--- config.mk ---
export PLATFORM = sky130hd
export DESIGN_NAME = axi_rd_arbiter
export DESIGN_NICKNAME = d
export VERILOG_FILES = /design/src/rtl/axi_rd_arbiter.sv
export SDC_FILE = /design/constraint.sdc
export NUM_CORES = 1
export LEC_CHECK = 0
export ABC_AREA = 1
export CAP_MARGIN = 20
export CORE_AREA = 3 3 78 80
export CTS_CLUSTER_SIZE = 8
export DETAILED_ROUTE_END_ITERATION = 6
export DIE_AREA = 0 0 81 83
export DONT_BUFFER_PORTS = 1
export GPL_ROUTABILITY_DRIVEN = 1
export SLEW_MARGIN = 0
export SYNTH_ARGS = -nofsm -noshare
export SYNTH_HDL_FRONTEND = slang
export SYNTH_SLANG_ARGS = --single-unit
--- constraint.sdc ---
create_clock -name clk -period 1.5 [get_ports clk]
set_input_delay 0.15 -clock clk [delete_from_list [all_inputs] [get_ports clk]]
set_output_delay 0.15 -clock clk [all_outputs]
set_load 0.005 [all_outputs]
--- src/rtl/axi_rd_arbiter.sv ---
// Round-robin arbiter sharing one AXI4 read master port between N_REQ requesters.
// One burst in flight at a time; R beats are steered back to the granted requester.
module axi_rd_arbiter #(
    parameter int N_REQ = 2,
    parameter int AW    = 32,
    parameter int DW    = 32
) (
    input  logic                clk,
    input  logic                rst,
    input  logic [N_REQ-1:0]    s_ARVALID,
    output logic [N_REQ-1:0]    s_ARREADY,
    input  logic [N_REQ*AW-1:0] s_ARADDR,
    input  logic [N_REQ*8-1:0]  s_ARLEN,
    output logic [N_REQ-1:0]    s_RVALID,
    input  logic [N_REQ-1:0]    s_RREADY,
    output logic [DW-1:0]       s_RDATA,
    output logic                s_RLAST,
    output logic [1:0]          s_RRESP,
    output logic                m_ARVALID,
    input  logic                m_ARREADY,
    output logic [AW-1:0]       m_ARADDR,
    output logic [7:0]          m_ARLEN,
    input  logic                m_RVALID,
    output logic                m_RREADY,
    input  logic [DW-1:0]       m_RDATA,
    input  logic                m_RLAST,
    input  logic [1:0]          m_RRESP,
    output logic                rd_err
);

    localparam int GW = (N_REQ > 1) ? $clog2(N_REQ) : 1;

    typedef enum logic [1:0] {IDLE, ADDR, DATA} state_t;

    state_t               state, state_nxt;
    logic [GW-1:0]        rr_ptr, rr_ptr_nxt;
    logic [GW-1:0]        grant, grant_nxt;
    logic [GW-1:0]        arb_idx;
    logic                 arb_hit;
    logic [2*N_REQ-1:0]   req_rot;
    logic [7:0]           len_q, len_nxt;
    logic [8:0]           beat_cnt, beat_cnt_nxt;
    logic                 rd_err_nxt;

    // Rotate the request vector so bit k is requester rr_ptr+k; first set bit wins.
    always_comb begin
        arb_hit = 1'b0;
        arb_idx = rr_ptr;
        req_rot = {s_ARVALID, s_ARVALID} >> rr_ptr;
        for (int k = 0; k < N_REQ; k++) begin
            if (!arb_hit && req_rot[k]) begin
                arb_hit = 1'b1;
                arb_idx = GW'((int'(rr_ptr) + k) % N_REQ);
            end
        end
    end

    assign m_ARADDR = s_ARADDR[int'(grant)*AW +: AW];
    assign m_ARLEN  = s_ARLEN[int'(grant)*8 +: 8];
    assign s_RDATA  = m_RDATA;
    assign s_RLAST  = m_RLAST;
    assign s_RRESP  = m_RRESP;

    always_comb begin
        state_nxt    = state;
        grant_nxt    = grant;
        len_nxt      = len_q;
        rr_ptr_nxt   = rr_ptr;
        beat_cnt_nxt = beat_cnt;
        rd_err_nxt   = rd_err;
        m_ARVALID    = 1'b0;
        s_ARREADY    = '0;
        s_RVALID     = '0;
        m_RREADY     = 1'b0;
        case (state)
            IDLE: begin
                if (arb_hit) begin
                    grant_nxt = arb_idx;
                    len_nxt   = s_ARLEN[int'(arb_idx)*8 +: 8];
                    state_nxt = ADDR;
                end
            end
            ADDR: begin
                m_ARVALID = 1'b1;
                s_ARREADY = N_REQ'(m_ARREADY) << grant;
                if (m_ARREADY) begin
                    state_nxt    = DATA;
                    beat_cnt_nxt = '0;
                end
            end
            DATA: begin
                s_RVALID = N_REQ'(m_RVALID) << grant;
                m_RREADY = s_RREADY[grant];
                if (m_RVALID && s_RREADY[grant]) begin
                    beat_cnt_nxt = beat_cnt + 9'd1;
                    // Burst only ends on RLAST; a length disagreement just flags rd_err.
                    if (m_RLAST) begin
                        if (beat_cnt != {1'b0, len_q})
                            rd_err_nxt = 1'b1;
                        state_nxt  = IDLE;
                        rr_ptr_nxt = (grant == GW'(N_REQ - 1)) ? '0 : grant + 1'b1;
                    end else if (beat_cnt == {1'b0, len_q}) begin
                        rd_err_nxt = 1'b1;
                    end
                end
            end
            default: state_nxt = IDLE;
        endcase
    end

    always_ff @(posedge clk) begin
        if (rst) begin
            state    <= IDLE;
            rr_ptr   <= '0;
            grant    <= '0;
            beat_cnt <= '0;
            rd_err   <= 1'b0;
        end else begin
            state    <= state_nxt;
            rr_ptr   <= rr_ptr_nxt;
            grant    <= grant_nxt;
            beat_cnt <= beat_cnt_nxt;
            rd_err   <= rd_err_nxt;
        end
    end

    always_ff @(posedge clk) begin
        len_q <= len_nxt;
    end

endmodule

==> results.txt <==
type of the worst min-delay path - input pin to flop
commonest non-fill, non-tap cell in the layout - nand2_1
CTS tree - done
final core occ - 0.364
Final Hold Vio Count - 0
post-synthesis average cell area - 5.82 µm²
mapped cell area - 2010 µm²
Syn Inst Count - 346
commonest non-fill, non-tap cells in the layout - 146 x nand2_1, 35 x inv_1, 26 x nor2_1
worst path bufs/invs - 2
global-route usage over all layers - 0.174
die height - 83 µm
setup TNS - 0 ps
number of distinct library cells after synthesis - 23
RSZ-0062 raised after global routing - no
largest net degree at the start of global routing - 39
multi-input logic area - 1030 µm²
Routed Wire Length - 6.02 mm
Setup crit end kind - output port
DP Area - 1890 µm²
Finish-stage setup viols - 0
drt pass-1 iters - 4
Top Ports - 205
cts bufs inserted - 3
Final period util - 0.939
largest fanout on the critical path - 38
CTS clk-pin slew, worst paths - 80 ps
Initial Utilization - 0.368
DR vias/cell - 4.94
layout net count - 443
port bufs - 0
vias in the first global route - 1791
r2r setup slk - 150 ps
Cells after DPL - 385
maximum clock insertion buffer count - 2
htree depth - 1
DP HPWL - 5.13 mm
Final ANT Viol Nets - 0
PwrDens - 813 nW/µm²
antenna diode count - 0
Setup crit start kind - flop
Worst-Margin Slew - 415 ps
die width - 81 µm
DRC - 0
Critical Path Source - grant
Synth warnings - 0
fin cells - 390
site row count - 27
CTS Sinks - 22
Clk Latency, worst-skew pair - 270 ps
Pleak - 0.990 nW
Yosys top cell area share - 0.272
critical path class - flop to output port
VDD IR max - 0.359 mV
core area - 5470 µm²
Top Family by Delay on Critical Path - flip-flops
design area - 1990 µm²
Yosys reg bits - 22
CP max-delay cell - dfxtp_2
WL per Instance - 15.4 µm
CP Data Required Time - 1350 ps
register area share after synthesis - 0.259
Worst Setup EP - m_ARLEN[0]
R2R depth - 7
status - finished clean
fmax - 710 MHz
Initial DRC Count - 86
Min Hold Slack - 46.0 ps
initial antenna violation count - 0
Post-CTS Setup Repair Bufs - 0
Mapped Nets - 470
clock skew - 6.50 ps
Slew headroom - 0.721
r2r startpoint - grant
CP peak stage delay - 380 ps
Syn-to-layout area delta - -1.12%
Overflow after GRT - 0
first-pass GRT wire length - 9.11 mm
routed vias - 1928
Storage cell area - 522 µm²
r2r endpoint - beat_cnt[6]
routability cong. - 0.876
Worst Path Arrival - 1260 ps
Filler Cells Inserted - 605
Max-cap violations - 0
synth top area cells - nand2_1 27%, dfxtp_1 14%, buf_4 13%
CP cell instances - buf_8 -> nand2_1 -> o21ai_1 -> buf_4
min Tclk post-route - 1410 ps
share of cells above drive strength 1 - 0.0849
Root Driver - clkbuf_8
cell depth of the worst setup path - 4
Final Max Slew Viols - 0
die footprint - 6720 µm²
area leader, netlist - nand2_1
-- state kept, by name, summed over array words and instances (netlist names) --
name,count
beat_cnt,9
len_q,8
rd_err,1
grant,1
state,2
rr_ptr,1
-- layout make-up --
cell class	count	share of cell area
multi-input cells	239	0.520
flip-flops and latches	22	0.262
repair buffers	16	0.0754
inverters	37	0.0698
well taps	72	0.0453
clock buffers	4	0.0277
-- per-layer routing --
| metal | vias up | routed length (µm) | GRT usage |
|---|---|---|---|
| met5 | - | 0 | 0 |
| met4 | 0 | 55 | 0.0369 |
| met3 | 5 | 643 | 0.0672 |
| met2 | 98 | 3060 | 0.302 |
| met1 | 850 | 2260 | 0.200 |
| li1 | 975 | - | - |
-- stage by stage --
stage	setup WS, ps	total power, W
floorplan	210	0.00112
global placement	180	0.00117
detailed placement	130	0.00118
CTS	22.1	0.00161
global route	3.05	0.00173
finish	91.7	0.00162
-- logic make-up (layout without fill, tap and decap cells) --
logic type | after synthesis | in the layout | synth area share
AOI/OAI and AO/OA | 38 | 38 | 0.0994
xor gates and xnor gates | 4 | 4 | 0.0174
adders and majority gates | 1 | 1 | 0.00621
buffers and inverters | 85 | 57 | 0.231
DFF | 22 | 22 | 0.259
and+or+nand+nor | 196 | 196 | 0.387
-- synth_stat cells --
library cell / number
nand3_1: 10
xor2_1: 4
nand4_1: 4
buf_6: 2
buf_4: 35
a21o_1: 1
o21ai_1: 1
dfxtp_1: 14
nor2_1: 26
inv_1: 35
clkbuf_1: 11
nand2_2: 2
o21ai_0: 15
or2_1: 1
nor3_1: 6
a21oi_1: 19
o21ai_2: 2
inv_2: 1
nor3_2: 1
ha_1: 1
clkinv_1: 1
edfxtp_1: 8
nand2_1: 146
-- worst min-delay path, cell delays in order --
cell     delay, ps
inv_1           20
nand2_1         50
a21oi_1         50
-- report_power, final --
group	internal, W	leakage [nW]	total, W	switching [W]
Sequential	0.000665	0.192	0.000687	0.0000227
Clock	0.000234	0.0288	0.000432	0.000198
Combinational	0.000176	0.769	0.000499	0.000323
Total	0.00107	0.990	0.00162	0.000544
-- repair_timing --
item / in CTS / in global routing
endpoints found under the hold margin: 8 / 0
endpoints found under the setup margin: 22 / 24
resized for setup: 4 / 10
pin swaps: 0 / 1
hold buffers: 1 / 0
-- worst min path at each step --
stage                         start          end  slack, ps  depth (start not counted)
final                     m_ARREADY     state[0]         50                          3
after global routing      m_ARREADY     state[0]         60                          3
after CTS                 m_ARREADY     state[0]         50                          3
after detailed placement        rst     state[0]        220                          1
after global placement          rst  beat_cnt[0]        220                          1
after floorplan           m_ARREADY     state[0]        320                          3
Note: power is estimated with default switching activity, not from simulation.
==> RTL edit, RTL diff (same settings) <==
Register the output `rd_err` once more, with the module's reset; this adds one clock of latency there. The other outputs are not delayed to match.
--- a/src/rtl/axi_rd_arbiter.sv
+++ b/src/rtl/axi_rd_arbiter.sv
@@ -31,6 +31,8 @@
     localparam int GW = (N_REQ > 1) ? $clog2(N_REQ) : 1;
 
     typedef enum logic [1:0] {IDLE, ADDR, DATA} state_t;
+
+    logic rd_err_s0;
 
     state_t               state, state_nxt;
     logic [GW-1:0]        rr_ptr, rr_ptr_nxt;
@@ -67,7 +69,7 @@
         len_nxt      = len_q;
         rr_ptr_nxt   = rr_ptr;
         beat_cnt_nxt = beat_cnt;
-        rd_err_nxt   = rd_err;
+        rd_err_nxt   = rd_err_s0;
         m_ARVALID    = 1'b0;
         s_ARREADY    = '0;
         s_RVALID     = '0;
@@ -114,13 +116,13 @@
             rr_ptr   <= '0;
             grant    <= '0;
             beat_cnt <= '0;
-            rd_err   <= 1'b0;
+            rd_err_s0 <= 1'b0;
         end else begin
             state    <= state_nxt;
             rr_ptr   <= rr_ptr_nxt;
             grant    <= grant_nxt;
             beat_cnt <= beat_cnt_nxt;
-            rd_err   <= rd_err_nxt;
+            rd_err_s0 <= rd_err_nxt;
         end
     end
 
@@ -128,5 +130,13 @@
         len_q <= len_nxt;
     end
 
+    always_ff @(posedge clk) begin
+        if (rst) begin
+            rd_err <= '0;
+        end else begin
+            rd_err <= rd_err_s0;
+        end
+    end
+
 endmodule
 
Formal check against the unedited RTL: not equivalent (a bounded check fails within 4 cycles, from zero or initial values and one cycle with rst high).
==> RTL edit against the original RTL <==
Cell count decreased by 0.26%. First-iteration DRC count up 14%. Combinational power shrank 6.0%. Sequential cell count is 1 higher. Total power is 1.3% lower. Global-route usage up 1.3 points. Routed wire length up 4.3%. Final area is 0.82% lower. Synthesized cell count is 2.0% higher. Area after synthesis up 4.6%. Core utilization decreased by 0.30 points. Fmax increased by 0.29%. Setup slack better by 0.0040 ns. Critical path type unchanged. Largest cell class unchanged. Highest routed layer unchanged.
==> RTL edit: results (changes against the original RTL) <==
stage;metric;value;unit;change
critical_path;CP peak stage delay;0.40;ns;+0.02 ns
route;routed len/inst;16.1;µm;+4.6%
synth;Commonest cells post-synth;nand2_1, inv_1, buf_4, nor2_1, a21oi_1;;
critical_path;FF-to-FF setup slack;0.20;ns;+0.05 ns
final_layout;fillcell total;611;;+0.99%
synth;Synth Area in Compound Gates;9.51;%;-0.44 points
critical_path;Max FO, Critical Path;44;;+16%
synth;number of distinct library cells after synthesis;28;;+22%
critical_path;CP max-delay cell;o21ai_0;;
route;via-per-instance ratio;4.97;;+0.52%
global_routing;largest net degree at the start of global routing;45;;+15%
synth;Mapped Nets;477;;+1.5%
critical_path;RR Startpoint;state[0];;
critical_path;worst setup path endpoint;m_ARLEN[5];;
route;DR iter-0 viols;98;;+14%
global_routing;first-pass GRT wire length;9730;µm;+6.7%
global_routing;M3 GR Usage;6.29;%;-0.43 points
critical_path;family with the most delay on the worst path;compound AO/OA/AOI/OAI gates;;
timing;Clock Skew;0.00766;ns;+0.00115 ns
timing;Worst Max-Slew Pin Slew;0.420;ns;+0.00511 ns
final_layout;share of cells above drive strength 1;7.89;%;-0.60 points
critical_path;Worst R2R Path Depth;8;;+1
run_status;outcome;completed;;
synth;adder-cell share of the synthesized area;0.594;%;-0.027 points
global_routing;number of global-route vias before repair;1878;;+4.9%
global_routing;M1 GR Usage;21.4;%;+1.4 points
RTL edit: cell types whose count changed after synthesis, sizes merged, moves of 3 or more:
cell,unedited run,this run
nor3,7,1
inv,36,46
clkbuf,11,8
nand2,148,152
RTL edit: stage by stage:
step	setup slack [ns]	hold slack [ns]	utilization, %	instances	area [µm²]
finish	0.0957	0.0578	36.1	389	1970
global route	0.0133	0.0631	36.1	389	1970
CTS	0.0531	0.0459	36.0	389	1970
detailed placement	0.212	0.226	34.9	384	1910
global placement	0.249	0.224	34.9	384	1910
floorplan	0.285	0.219	-	353	2110
RTL edit: cell families (layout without fill, tap and decap cells):
group / Yosys count / after routing
and+or+nand+nor: 196 / 196
buffers and inverters: 92 / 56
AOI/OAI and AO/OA: 38 / 38
DFF: 23 / 23
xor gates and xnor gates: 3 / 3
adders and majority gates: 1 / 1
RTL edit: worst min path at each step:
stage / start / depth (start not counted) / slack (ns) / end
finish: rst / 3 / 0.06 / rd_err_s0
global route: m_RLAST / 2 / 0.06 / rr_ptr
CTS: rst / 3 / 0.05 / rd_err_s0
detailed placement: rst / 1 / 0.23 / state[1]
global placement: rst / 1 / 0.22 / state[0]
floorplan: rst / 1 / 0.22 / beat_cnt[7]
RTL edit: final cells by class:
class                   instances  area share [%]
repair buffers                  6            2.79
inverters                      46            8.75
flip-flops and latches         23            27.4
multi-input cells             238            54.1
well taps                      72            4.56
clock buffers                   3            2.09
clock inverters                 1           0.253
RTL edit: worst min-delay path: stages:
cell and delay (ns):
nor2_1 0.02, nand3_1 0.07, nand2_1 0.04
RTL edit: power by group:
part	switching, mW	internal [mW]
Clock	0.222	0.186
Sequential	0.0282	0.694
Combinational	0.329	0.139
Total	0.579	1.02
RTL edit: repair_timing:
item	CTS	global route
hold buffers	1	0
gates resized for setup	1	2
cloned	0	0
setup buffers	0	0
endpoints found under the setup margin	4	3
endpoints found under the hold margin	4	0
RTL edit: routing by layer:
| layer | vias to the layer above | routed length (µm) | share of wire [%] |
|---|---|---|---|
| li1 | 967 | - | - |
| met1 | 847 | 2300 | 37 |
| met2 | 109 | 3190 | 51 |
| met3 | 10 | 643 | 10 |
| met4 | 0 | 142 | 2.3 |
| met5 | - | 0 | 0 |
